===== config.mk =====
export PLATFORM = sky130hd
export DESIGN_NAME = mac_result_buffer
export DESIGN_NICKNAME = d
export VERILOG_FILES = /design/src/rtl/mac_pkg.sv /design/src/rtl/result_fifo_mem.sv /design/src/rtl/mac_result_buffer.sv
export SDC_FILE = /design/constraint.sdc
export NUM_CORES = 1
export LEC_CHECK = 0
export ABC_AREA = 0
export CAP_MARGIN = 20
export CORE_MARGIN = 10
export CORE_UTILIZATION = 40
export CTS_BUF_LIST = sky130_fd_sc_hd__clkbuf_8
export DETAILED_ROUTE_END_ITERATION = 7
export GPL_ROUTABILITY_DRIVEN = 0
export HOLD_SLACK_MARGIN = 0.15
export SLEW_MARGIN = 20
export SYNTH_ARGS = -nofsm -noshare
export SYNTH_HDL_FRONTEND = slang
export SYNTH_SLANG_ARGS = --single-unit
export TNS_END_PERCENT = 10

===== constraint.sdc =====
create_clock -name clk -period 2.32 [get_ports clk]
set_input_delay 0.348 -clock clk [delete_from_list [all_inputs] [get_ports clk]]
set_output_delay 0.348 -clock clk [all_outputs]
set_load 0.03 [all_outputs]

===== src/rtl/mac_pkg.sv =====
// Shared types and constants for the MAC result buffer.
// DATA_W is the MAC accumulator width carried through the buffer.
package mac_pkg;
  localparam int DATA_W         = 20;
  localparam int DEFAULT_DROP_W = 8;

  typedef struct packed {
    logic              wrap;
    logic [DATA_W-1:0] data;
  } result_entry_t;
endpackage


===== src/rtl/result_fifo_mem.sv =====
// DEPTH x result_entry_t storage: one synchronous write port, one async read port.
// No reset on the array; validity is tracked by the pointer/count logic in the parent.
module result_fifo_mem
  import mac_pkg::*;
#(
  parameter int DEPTH = 4,
  parameter int PTR_W = $clog2(DEPTH)
) (
  input  logic               clk,
  input  logic               i_wr_en,
  input  logic [PTR_W-1:0]   i_wr_addr,
  input  result_entry_t      i_wr_dat,
  input  logic [PTR_W-1:0]   i_rd_addr,
  output result_entry_t      o_rd_dat
);
  result_entry_t r_mem [DEPTH];

  always_ff @(posedge clk) begin
    if (i_wr_en) r_mem[i_wr_addr] <= i_wr_dat;
  end

  assign o_rd_dat = r_mem[i_rd_addr];
endmodule


===== src/rtl/mac_result_buffer.sv =====
// FIFO buffering MAC results with a saturating drop counter; 1-cycle push-to-output latency.
// Wrap flag per entry when MAC_WRAP_DETECT_EN is defined; otherwise out_wrap is 0.
module mac_result_buffer
  import mac_pkg::*;
#(
  parameter int DEPTH  = 4,
  parameter int DROP_W = DEFAULT_DROP_W
) (
  input  logic                       clk,
  input  logic                       reset,
  input  logic [DATA_W-1:0]          f_in,
  input  logic                       valid_in,
  output logic [DATA_W-1:0]          out_data,
  output logic                       out_valid,
  input  logic                       out_ready,
  output logic                       out_wrap,
  output logic [$clog2(DEPTH+1)-1:0] count,
  output logic                       full,
  output logic [DROP_W-1:0]          drop_cnt
);
  localparam int PTR_W = $clog2(DEPTH);
  localparam int CNT_W = $clog2(DEPTH+1);
  localparam logic [CNT_W-1:0] FULL_CNT = CNT_W'(DEPTH);

  logic [PTR_W-1:0]  r_wr_ptr;
  logic [PTR_W-1:0]  r_rd_ptr;
  logic [CNT_W-1:0]  r_count;
  logic [DROP_W-1:0] r_drop_cnt;

  logic          w_full;
  logic          w_not_empty;
  logic          w_pop;
  logic          w_push;
  logic          w_drop;
  logic          w_wrap;
  result_entry_t w_wr_entry;
  result_entry_t w_head;

  assign w_full      = (r_count == FULL_CNT);
  assign w_not_empty = (r_count != '0);
  assign w_pop       = w_not_empty & out_ready;
  // A pop in the same cycle frees the slot, so a full FIFO still accepts.
  assign w_push      = valid_in & (~w_full | w_pop);
  assign w_drop      = valid_in & w_full & ~w_pop;

`ifdef MAC_WRAP_DETECT_EN
  logic [DATA_W-1:0] r_prev_f;

  // Tracks every offered result, dropped ones included, so wrap reflects the MAC stream.
  always_ff @(posedge clk or negedge reset) begin
    if (!reset)        r_prev_f <= '0;
    else if (valid_in) r_prev_f <= f_in;
  end

  assign w_wrap = (f_in < r_prev_f);
`else
  assign w_wrap = 1'b0;
`endif

  assign w_wr_entry = '{wrap: w_wrap, data: f_in};

  result_fifo_mem #(
    .DEPTH (DEPTH),
    .PTR_W (PTR_W)
  ) u_mem (
    .clk       (clk),
    .i_wr_en   (w_push),
    .i_wr_addr (r_wr_ptr),
    .i_wr_dat  (w_wr_entry),
    .i_rd_addr (r_rd_ptr),
    .o_rd_dat  (w_head)
  );

  always_ff @(posedge clk or negedge reset) begin
    if (!reset) begin
      r_wr_ptr   <= '0;
      r_rd_ptr   <= '0;
      r_count    <= '0;
      r_drop_cnt <= '0;
    end else begin
      if (w_push) r_wr_ptr <= r_wr_ptr + 1'b1;
      if (w_pop)  r_rd_ptr <= r_rd_ptr + 1'b1;
      if (w_push && !w_pop)      r_count <= r_count + 1'b1;
      else if (w_pop && !w_push) r_count <= r_count - 1'b1;
      if (w_drop && (r_drop_cnt != '1)) r_drop_cnt <= r_drop_cnt + 1'b1;
    end
  end

  // Masking keeps outputs at zero while empty, since the array itself is never cleared.
  assign out_valid = w_not_empty;
  assign out_data  = w_not_empty ? w_head.data : '0;
  assign out_wrap  = w_not_empty & w_head.wrap;
  assign count     = r_count;
  assign full      = w_full;
  assign drop_cnt  = r_drop_cnt;
endmodule


# Word level (Yosys, flattened, before mapping)
# Memories as Yosys holds them, arrays and structs flattened.
# Cells that the tools add are included.
[totals] inputBits=24 reg_bits=15 out_inout_bits=34 mem_count=1 ram_bits=80
[op_classes] bitwise_logic=8 n_eq_ne=2 n_addsub=5 mux=5 reduce_logical=7
[memory_table] memory="u_mem.r_mem" depth=4 word_bits=20 read_ports=1 rd_clocked_by_memory_dff=0 wr=1 line="result_fifo_mem.sv:16" rtl="result_entry_t r_mem [DEPTH];"
[ops] cell="two-way mux 20 bit" n=1
[ops] cell="adder 8 x 1 -> 8 bit (second input constant)" n=1
[ops] cell="inequality test 8 bit (second input constant)" n=1
[ops] cell="two-way mux 3 bit" n=2
[ops] cell="adder 2 x 1 -> 2 bit (second input constant)" n=2
[ops] cell="AND 1 bit" n=4
[ops] cell="adder 3 x 1 -> 3 bit (second input constant)" n=1
[ops] cell="equality test 3 bit (second input constant)" n=1
[ops] cell="logical AND 1 bit" n=3
[ops] cell="nonzero test 3 bit" n=1
[ops] cell="subtractor 3 x 1 -> 3 bit (second input constant)" n=1
[ops] cell="logical NOT 1 bit" n=2
[ops] cell="two-way mux 1 bit" n=2
[ops] cell="NOT 1 bit" n=2
[ops] cell="nonzero test 2 bit" n=1
[ops] cell="AND 1 bit (second input constant)" n=1
[ops] cell="OR 1 bit" n=1

# Longest topological paths before layout
# Gate-level depths: netlist of the first run.
[logic_depth] ltp_word=8 mapped_depth=9

# Modules after synthesis
# A second synthesis of the first run with hierarchy kept.
[hier_totals] hier_cells=203 hier_area_um2=4000.1
[modules_own_cells] module="result_fifo_mem" seq_area_each_um2=2522.4 instances=1 cells_each=113 area_each_um2=3062.9
[modules_own_cells] module="mac_result_buffer" seq_area_each_um2=375.4 instances=1 cells_each=90 area_each_um2=937.1

# Worst setup path before layout of the first run
# No wires, ideal clock.
[synth_timing] path_kind="register to register" startpoint="register r_count[0], in the netlist count[0]" endpoint="register r_count[1], in the netlist count[1]" setup_slack_ns=0.089 n_path_buf=1 arrival_time_ns=2.107 setup_time_ns=0.125 required_ns=2.195 stages_incl_launch_ff=8 path_cell_list="dfrtp_1 > nor4b_4 > nor2b_1 > clkbuf_1 > ha_1 > inv_1 > fa_1 > mux2_2"
[synth_via] elab_chain_cells=7
[synth_rtl] item="from (decl)" line="mac_result_buffer.sv:27" rtl="logic [CNT_W-1:0] r_count;"
[synth_rtl] item="from (signal assigned)" line="mac_result_buffer.sv:83" rtl="if (w_push && !w_pop) r_count <= r_count + 1'b1;"
[synth_rtl] item="from (signal assigned)" line="mac_result_buffer.sv:84" rtl="else if (w_pop && !w_push) r_count <= r_count - 1'b1;"
[synth_rtl] item="nonzero test 3 bit or equality test 3 bit (tied branches)" line="mac_result_buffer.sv:40, mac_result_buffer.sv:39"
[synth_rtl] item="AND 1 bit or NOT 1 bit (tied branches)" line="mac_result_buffer.sv:41, mac_result_buffer.sv:43"
[synth_rtl] item="OR 1 bit *" line="mac_result_buffer.sv:43" rtl="assign w_push = valid_in & (~w_full | w_pop);"
[synth_rtl] item="AND 1 bit *" line="mac_result_buffer.sv:43"
[synth_rtl] item="net u_mem.i_wr_en" line="result_fifo_mem.sv:10" rtl="input logic i_wr_en,"
[synth_rtl] item="logical NOT 1 bit" line="mac_result_buffer.sv:84"
[synth_rtl] item="logical AND 1 bit" line="mac_result_buffer.sv:84"
[synth_rtl] item="nonzero test 2 bit (no line)"
# The timed path passes the listed nets; every way through them passes the cells marked *. The select of a mux whose other input is x is not followed.
# A chain may end at the register's enable or synchronous reset.

# Worst setup path in the final report of the first run
[layout_timing] startpoint="register r_rd_ptr[0]" endpoint="output out_data[0]"
[layout_via] elab_chain_cells=2
[layout_rtl] item="from (decl)" line="mac_result_buffer.sv:26" rtl="logic [PTR_W-1:0] r_rd_ptr;"
[layout_rtl] item="from (signal assigned)" line="mac_result_buffer.sv:82" rtl="if (w_pop) r_rd_ptr <= r_rd_ptr + 1'b1;"
[layout_rtl] item="memory read (4 x 20 bit)"
[layout_rtl] item="two-way mux 20 bit" line="mac_result_buffer.sv:91" rtl="assign out_data = w_not_empty ? w_head.data : '0;"
[layout_rtl] item="to (decl)" line="mac_result_buffer.sv:13" rtl="output logic [DATA_W-1:0] out_data,"
# Every way passes these cells.

==> impl_results.md, run 1 <==
- PD cells: 1320 mW/mm^2
- Dpl ws: 0.0278 ns
- Crit path time final: 2.28 ns
- Clk buf depth: 2
- Initial core utilization: 0.414
- Initial antenna violation count: 0
- Yosys warning count: 0
- Most common cell in the netlist: edfxtp_1
- GRT Overall Usage: 0.105
- Max_slew headroom: 0.545
- Syn Area/Cell: 18.8 sq um
- Clk Tree Root Cell: clkbuf_8
- Share of cells above drive strength 1: 0.269
- Routed WL per cell: 17.5 microns
- Largest net degree at the start of global routing: 17
- HP Class: primary input to asynchronous set/reset pin
- CP Data Arrival Time: 1.93 ns
- Finished Layout Cells: 415
- H-tree Lvls: 3
- Worst Skew: 0.0128 ns
- RSZ-0062 raised after global routing: true
- Area grow syn2layout: 29.2%
- Worst path top cell family by delay: buffers and inverters
- Critical Path End Type: output pin
- GR Overflow Total: 0
- DR pass1 iterations: 4
- Post-synthesis register bit count: 95
- Final Hold Viols: 0
- Tightest hold margin: 0.401 ns
- Clk slew on worst S/H paths: 0.09 ns
- Die Y: 118 microns
- Yosys cell types: 32
- Slew @ Worst Pin: 0.681 ns
- Leak Pwr: 0.00176 uW
- Yosys top cell by area: edfxtp_1
- Worst R2R Path Depth: 8
- Mapped Area: 0.00386 sq mm
- CP Max Fanout: 6
- Sequential area share after synthesis: 0.719
- Via count: 2018
- CTS sink cnt: 95
- Diodes inserted: 0
- Synth top cells by count: edfxtp_1 (80), and2_1 (25), mux4_2 (20)
- Die width: 118 microns
- Synth top area share: 0.622
- Crit-path cells: buf_6 > mux4_2 > and2_1 > clkdlybuf4s15_1
- Fin. max-slew vios: 0
- CTS tree: yes
- Drt initial violations: 57
- DRT Wirelength: 7.27 mm
- Async S/R FF share, synth: 0.158
- Row cnt: 35
- Setup TNS: 0 ns
- Pwr Total: 6560 uW
- Crit path depth: 4
- Buf+Inv Stages, Crit Path: 2
- Nets: 312
- Slack of the critical path: 0.0370 ns
- First-pass GRT wire length: 11.7 mm
- Die ar.: 0.0140 sq mm
- Achievable frequency: 0.438 GHz
- Crit-path slowest cell: mux4_2
- Dpl cells: 399
- Peak VDD IR: 0.733 mV
- Worst Path Required: 1.97 ns
- Number of global-route vias before repair: 2115
- Core region area: 0.00933 sq mm
- Hold_buf cts: 0
- Worst-Skew Late Latency: 0.36 ns
- Final ANT Viol Nets: 0
- Crit path kind: flop to output pin
- Syn_nets: 236
- Top cells by area, synth: edfxtp_1 (62%), mux4_2 (12%), dfrtp_1 (9.7%)
- DRC: 0
- Post-Synthesis Cells: 205
- # IOs: 58
- Total CTS buffers: 9
- Post-route clock period utilization: 0.984
- Crit path largest cell delay: 0.51 ns
- Avg Vias per Cell: 4.86
- MaxCap Viol Count: 0
- # setup viols final: 0
- Port Buffers: 56
- Post-DP HPWL: 4.91 mm
- Most used DFF post-synth: edfxtp_1
- Outcome: finished, final reports clean
- Crit start category: flop
- Post-synth EDFFs: 80
-- routing by layer --
layer  routed length [microns]  part of all wire  vias up  global-route usage
met1                      3350              0.46     1015               0.135
met4                        92             0.013        0              0.0394
met2                      3430              0.47       50               0.162
met5                         0                 0        -                   0
met3                       398             0.055       10              0.0333
li1                          -                 -      943                   -
-- final cells by class --
type	count	area [sq um]
clock buffer	9	124
clock inverter	7	119
fill	802	4340
inverter	4	15.0
multi-input combinational	98	1030
sequential	95	2780
tap	129	161
timing repair buffer	73	766
-- stage by stage --
| stage | utilization | cell area [sq um] |
|---|---|---|
| after detailed placement | 0.508 | 4740 |
| after global placement | 0.508 | 4740 |
| final | 0.535 | 4990 |
| after global routing | 0.535 | 4990 |
| after CTS | 0.536 | 5000 |
| after floorplan | - | 3860 |
-- cell usage in the layout (no fill, tap or decap), types with 3 or more instances in the layout --
master            n
mux4_2           20
ha_1              6
clkbuf_2          3
clkdlybuf4s50_1  35
xnor2_1           5
nor2_1            4
bufinv_16         3
clkdlybuf4s15_2  15
nand3_1           4
buf_12            6
nand2_1           5
buf_4            12
and2_1           25
dfrtp_1          15
xor2_1            3
and3_1            4
clkbuf_8          9
edfxtp_1         80
inv_1             5
-- what timing repair did --
item / in CTS / in global routing
gates resized for setup: 50 / 7
endpoints found under the setup margin: 19 / 9
setup buffers: 0 / 0
-- path summary, 6_finish.rpt --
check / startpoint / to / slack, ns
worst max-delay path: r_rd_ptr[0]$_DFFE_PN0N_ / out_data[0] / 0.04
worst min-delay path: reset / count[2]$_DFFE_PN0P_ / 0.40
worst max register to register: count[2]$_DFFE_PN0P_ / count[2]$_DFFE_PN0P_ / 0.27
worst min register to register: drop_cnt[0]$_DFFE_PN0P_ / drop_cnt[0]$_DFFE_PN0P_ / 0.55
max in group asynchronous: reset / r_rd_ptr[0]$_DFFE_PN0N_ / 1.48
min in group clk: drop_cnt[0]$_DFFE_PN0P_ / drop_cnt[0]$_DFFE_PN0P_ / 0.55
-- report_power, final --
group          leakage, uW  switching [uW]  internal (uW)
clock network     0.000122             574            720
registers         0.000924             121           2230
logic             0.000716            1580           1340
total              0.00176            2270           4290
-- registers in the layout, indices dropped and copies added (netlist names) --
name and cells:
u_mem.r_mem 80, drop_cnt 8, count 3, r_rd_ptr 2
r_wr_ptr 2
-- kinds of logic after synthesis --
| logic type | synth area share |
|---|---|
| DFF | 0.719 |
| muxes | 0.129 |
| AOI/OAI and AO/OA | 0.0152 |
| and+or+nand+nor | 0.0778 |
| buffers and inverters | 0.0146 |
| adders and majority gates | 0.0246 |
| xor gates and xnor gates | 0.0181 |
| other | 0.000971 |
Power figures use the tool's default switching activity.
==> run 2: changes to the inputs <==
--- a/config.mk
+++ b/config.mk
@@ -8,11 +8,12 @@
 export ABC_AREA = 0
 export CAP_MARGIN = 20
 export CORE_MARGIN = 10
-export CORE_UTILIZATION = 40
+export CORE_UTILIZATION = 56
 export CTS_BUF_LIST = sky130_fd_sc_hd__clkbuf_8
 export DETAILED_ROUTE_END_ITERATION = 7
 export GPL_ROUTABILITY_DRIVEN = 0
 export HOLD_SLACK_MARGIN = 0.15
+export PLACE_DENSITY = 0.82
 export SLEW_MARGIN = 20
 export SYNTH_ARGS = -nofsm -noshare
 export SYNTH_HDL_FRONTEND = slang
==> run 2 against run 1 <==
- wire length shrank 2.9%
- core utilization up 18 points
- combinational power fell by 3%
- flip-flop and latch count stayed put
- setup slack got worse by 0.014 ns
- clock power shrank 21%
- sequential share of layout area is 1.9 points higher
- die area fell by 24%
- critical endpoint is now out_data[19]
- register-to-register slack got worse by 0.02 ns
- global-route usage rose by 3.8 points
- clock skew decreased by 0.0052 ns
==> impl_results.md, run 2 (synthesis gave the netlist of run 1 again) <==
- Outcome: finished, final reports clean
- CP Max Fanout: 8 (+2)
- Crit path depth: 4 (unchanged)
- Worst R2R Path Depth: 8 (unchanged)
- Max_slew headroom: 0.546 (+0.000865)
- Worst Setup EP: out_data[19]
- Die Y: 103 microns (-13%)
- Share of cells above drive strength 1: 0.276 (+0.00663)
- H-tree Lvls: 3 (unchanged)
- Clk buf depth: 2 (unchanged)
- Crit path time final: 2.30 ns (+0.0143 ns)
- Max reg flops: 80 (unchanged)
- PD cells: 1290 mW/mm^2 (-2.0%)
- Achievable frequency: 0.435 GHz (-0.62%)
- Via count: 2037 (+0.94%)
- CP Data Arrival Time: 1.95 ns (+0.02 ns)
- Number of global-route vias before repair: 2198 (+3.9%)
- Crit-path slowest cell: mux4_2
- GRT Overall Usage: 0.143 (+0.0382)
- Final ANT Viol Nets: 0 (unchanged)
- Critical Path End Type: output pin
- Crit start category: flop
- Clk slew on worst S/H paths: 0.08 ns (about the same)
- Diodes inserted: 0 (unchanged)
- Clk Tree Root Cell: clkbuf_8
- Peak VDD IR: 0.819 mV (+12%)
- Switch Pwr: 2230 uW (-1.9%)
- HP Class: primary input to asynchronous set/reset pin
- # setup viols final: 0 (unchanged)
- Post-DP HPWL: 5.06 mm (+3.1%)
- Final Hold Viols: 0 (unchanged)
- # IOs: 58 (unchanged)
- Crit-path cells: buf_6 > mux4_2 > and2_1 > clkdlybuf4s15_2
- Crit path from: r_rd_ptr[0]$_DFFE_PN0N_
- Crit path largest cell delay: 0.51 ns (about the same)
- Hold_buf cts: 0 (unchanged)
- Slew @ Worst Pin: 0.679 ns (-0.00129 ns)
- Core region area: 0.00676 sq mm (-28%)
- Reg2reg setup slack: 0.25 ns (-0.02 ns)
- GR Overflow Total: 0 (unchanged)
- Die ar.: 0.0106 sq mm (-24%)
- Port Buffers: 56 (unchanged)
- Die width: 103 microns (-13%)
- RSZ-0062 raised after global routing: true
- CTS tree: yes
- Logic pwr share: 0.456 (+0.012)
- Worst Skew: 0.00761 ns (-0.00516 ns)
- Initial core utilization: 0.571 (+0.158)
- Post-route clock period utilization: 0.990 (+0.00617)
- Crit path kind: flop to output pin
- First-pass GRT wire length: 11.2 mm (-4.8%)
- Avg Vias per Cell: 5.51 (+13%)
- Finished Layout Cells: 370 (-11%)
- Pint: 3990 uW (-7.1%)
- Most common cell after layout, fill and taps aside: edfxtp_1
- Drt initial violations: 77 (+35%)
- Sw frac: 0.359 (+0.0124)
- Worst r2r src: count[2]$_DFFE_PN0P_
- DRC: 0 (unchanged)
- MaxCap Viol Count: 0 (unchanged)
- Area grow syn2layout: 24.9%
- Routed WL per cell: 19.1 microns (+8.9%)
- Most flop-heavy register: u_mem.r_mem
- Leak Pwr: 0.00174 uW (-1.1%)
- Fin. max-slew vios: 0 (unchanged)
- Worst-Skew Late Latency: 0.36 ns (about the same)
- Largest net degree at the start of global routing: 19 (+2)
- Critical R2R Capture: count[2]$_DFFE_PN0P_
- Nets: 316 (+1.3%)
- CTS sink cnt: 95 (unchanged)
- DRT Wirelength: 7.06 mm (-2.9%)
- DR pass1 iterations: 4 (unchanged)
- Clk network pwr share: 0.165 (-0.032)
- Initial antenna violation count: 0 (unchanged)
- Row cnt: 30 (-14%)
- Worst Path Required: 1.97 ns (about the same)
- Worst path top cell family by delay: multiplexers
- Final core utilization: 0.714 (+0.179)
- Most frequent cells in the layout: edfxtp_1 (80), clkdlybuf4s50_1 (35), and2_1 (25), mux4_2 (20), buf_4 (17)
- Sequential power share: 0.380 (+0.021)
- Total CTS buffers: 9 (unchanged)
- Dpl cells: 354 (-11%)
- Buf+Inv Stages, Crit Path: 2 (unchanged)
run 2: cell count changes in the layout (fill, tap and decap cells not counted), sizes merged:
cell	change
bufinv	-2
buf	+3
dlygate4sd2	+1
clkdlybuf4s15	-5
clkinv	+4
clkbuf	+5
inv	-2
run 2: worst min-delay path by stage:
stage	slack [ns]	end	cells after the start
detailed placement	0.54	drop_cnt[5]$_DFFE_PN0P_	1
global route	0.44	drop_cnt[7]$_DFFE_PN0P_	1
finish	0.40	drop_cnt[7]$_DFFE_PN0P_	1
global placement	0.52	drop_cnt[5]$_DFFE_PN0P_	1
floorplan	0.05	count[0]$_DFFE_PN0P_	0
CTS	0.41	drop_cnt[7]$_DFFE_PN0P_	1
run 2: metal layers:
layer  track usage  up-vias  wire length (microns)
met5             0        -                      0
met4        0.0642        0                    116
met3        0.0402       12                    370
met2         0.246       58                   3720
met1         0.162     1020                   2850
li1              -      947                      -
run 2: power groups by stage:
stage	Sequential, uW	Combinational, uW	Clock [uW]
2_1_floorplan	2500	1710	0
3_3_place_gp	2370	2960	0
3_5_place_dp	2400	3010	0
4_1_cts	2360	2910	1050
5_1_grt	2390	3050	1110
6_report	2360	2830	1020
run 2: area by class of cell:
class,count,area [sq um]
clock inverters,7,65.1
repair buffers,77,714
inverters,4,15.0
well taps,80,100
multi-input cells,98,1030
clock buffers,9,124
flip-flops and latches,95,2780
fillers,448,1930
run 2: metrics by stage:
step	hold slack, ns	area, sq um	total power [uW]	setup slack, ns	setup TNS [ns]
after CTS	0.414	4850	6320	-0.0369	-0.128
after global placement	0.519	4650	5340	0.0718	0
after global routing	0.439	4820	6560	-0.0591	-0.442
after floorplan	0.0524	3860	4210	0.0886	0
final	0.396	4820	6220	0.0227	0
after detailed placement	0.536	4650	5410	0.0307	0
run 2: worst register-to-register path: stages (launching register included):
cell and delay, ns:
dfrtp_1 0.39, or3_1 0.42, nand2_1 0.14, ha_1 0.20, inv_1 0.06, fa_1 0.37, xor2_1 0.15, nor2_1 0.13
xor2_1 0.15
run 2: what timing repair did:
item                       in CTS  in global routing
gates resized for setup        43                 18
buffers inserted                0                  0
setup endpoints to repair      21                 18
==> edit, RTL diff (settings of run 1) <==
Register the output `drop_cnt` once more, without a reset; this adds one clock of latency there. The other outputs are not delayed to match.
--- a/src/rtl/mac_result_buffer.sv
+++ b/src/rtl/mac_result_buffer.sv
@@ -93,5 +93,7 @@
   assign count     = r_count;
   assign full      = w_full;
-  assign drop_cnt  = r_drop_cnt;
+  always_ff @(posedge clk) begin
+    drop_cnt <= r_drop_cnt;
+  end
 endmodule
 
Behaviour: not the same (Yosys sat finds a counterexample within 10 cycles, from zero or initial values and one cycle with reset low).
==> edit against run 1 <==
Via count shrank 0.30%; worst setup slack improved by 0.032 ns; sequential cell count increased by 8; non-clock buffer count fell by 3; area after synthesis rose by 4.2%; hold slack better by 0.0026 ns; clock power decreased by 20%; final area up 1.7%; maximum frequency up 1.4%; routed wire length shrank 2.1%; power down 2.1%; first-iteration DRC count grew 63%; critical endpoint is now out_data[16]; largest power group unchanged; highest routed layer unchanged.
==> edit: results (changes against run 1) <==
----------------------------------------------------
[Run status]
  Run status ... finished clean

[Cells and area]
  Multi-In Gates ... 95 (-3.1%)
  Proportion of cell area spent on the clock network ... 0.0360 (-0.0126)
  Bufs w/o clock ... 70 (-4.1%)
  Non-clock inverter total of the final layout ... 5 (+1)
  Number of filler instances in the final layout ... 832 (+3.7%)
  Multi-input combinational area share ... 0.204 (-0.00148)
  Number of nets at the end of the flow ... 315 (+0.96%)
  Share of final-layout standard cells stronger than drive strength 1 ... 0.291 (+0.0214)
  Fraction of area in registers ... 0.580 (+0.0232)
  Sequential standard cell area ... 2940 sq um (+5.9%)
  Fin cells ... 422 (+1.7%)
  Fraction of area in non-clock buffers ... 0.143 (-0.0102)

[Placement]
  Setup slack after placement ... -0.113 ns (-0.141 ns)
  Post-DP HPWL ... 4570 um (-6.8%)
  Post-detailed-placement cell area ... 4850 sq um (+2.4%)

[Clock tree]
  Clock net sink count ... 103 (+8.4%)

[STA]
  Post-route worst hold slack ... 0.404 ns (+0.00260 ns)
  Headroom to the max-slew limit ... 0.531 (-0.0142)
  Setup ws final ... 0.0692 ns (+0.0321 ns)
  Worst clock skew on the final layout ... 0.00807 ns (-0.00470 ns)

[Routing]
  First DRT Iteration DRCs ... 93 (+63%)
  Detailed-route wire length ... 7120 um (-2.1%)
  Via count ... 2012 (-0.30%)

[Critical path]
  Number of cells on the worst reg-to-reg path ... 7 (-1)
  Register-to-register setup slack ... 0.17 ns (-0.10 ns)
  Terminus of the critical flop-to-flop path ... count[1]
  Worst-path fanout max ... 11 (+5)
  Maximum single-stage delay on the critical path ... 0.51 ns (about the same)
  Worst EP arrival ... 1.90 ns (-0.03 ns)
  Launch point of the worst reg-to-reg path ... count[1]
  Family with the most delay on the worst path ... multiplexers
  Worst setup path endpoint ... out_data[16]

[Yosys]
  Most used standard cells in the synthesized netlist ... edfxtp_1, and2_1, mux4_2
  Adder-Cell Fraction of Synth Area ... 0.0236 (-0.000988)
  Number of library cell types mapped by synthesis ... 40 (+25%)
  Instance count of the mapped netlist ... 211 (+2.9%)
  Area contributors post-synth ... edfxtp_1, mux4_2, dfrtp_1
  Multiplexer share of the synthesized area ... 0.124 (-0.00550)
  Synthesized-area fraction occupied by xor and xnor cells ... 0.0174 (-0.000728)
  Area fraction in compound gates after synthesis ... 0.0106 (-0.00465)
  FFs w/ async S/R, synth ... 0.146 (-0.0123)
  Number of nets in the synthesized netlist ... 242 (+2.5%)

[Hold path]
  Launch point of the worst hold path ... r_drop_cnt[7]
  Class of the most critical hold timing path ... register to register

[Power]
  Leakage ... 1.80 nW (+2.2%)
  Largest voltage drop on the vdd net ... 0.639 mV (-13%)

[Global route]
  All-Layer GR Usage ... 0.102 (-0.00309)
  Number of global-route vias before repair ... 2144 (+1.4%)
  Global-route wire length before repair ... 11400 um (-2.8%)
  Number of antenna violations at the first check in global routing ... 0 (unchanged)
  Maximum number of pins on one net before global-route repair ... 23 (+6)

----------------------------------------------------
==> edit: cell count changes after synthesis, sizes merged, moves of 2 or more <==
cell and delta:
o21ai -2, and2 -4, dfxtp +8, nand4 +2, nand3 -2
==> edit: repair_timing <==
| item | 4_1_cts | 5_1_grt |
|---|---|---|
| gates resized for setup | 52 | 3 |
| gates cloned | 0 | 1 |
| hold buffers | 0 | 0 |
| setup endpoints to repair | 18 | 17 |
==> edit: metal layers <==
layer | part of all wire | wire length [um] | vias up | track usage
met5 | 0 | 0 | - | 0
met4 | 0.011 | 78 | 0 | 0.0407
met3 | 0.073 | 522 | 6 | 0.0358
met2 | 0.51 | 3620 | 54 | 0.165
met1 | 0.41 | 2910 | 999 | 0.122
li1 | - | - | 953 | -
==> edit: where the power goes <==
part	internal, mW	switching (mW)	total [mW]	leakage, nW
registers	2.40	0.133	2.54	0.980
logic	1.32	1.54	2.86	0.717
clock network	0.484	0.548	1.03	0.103
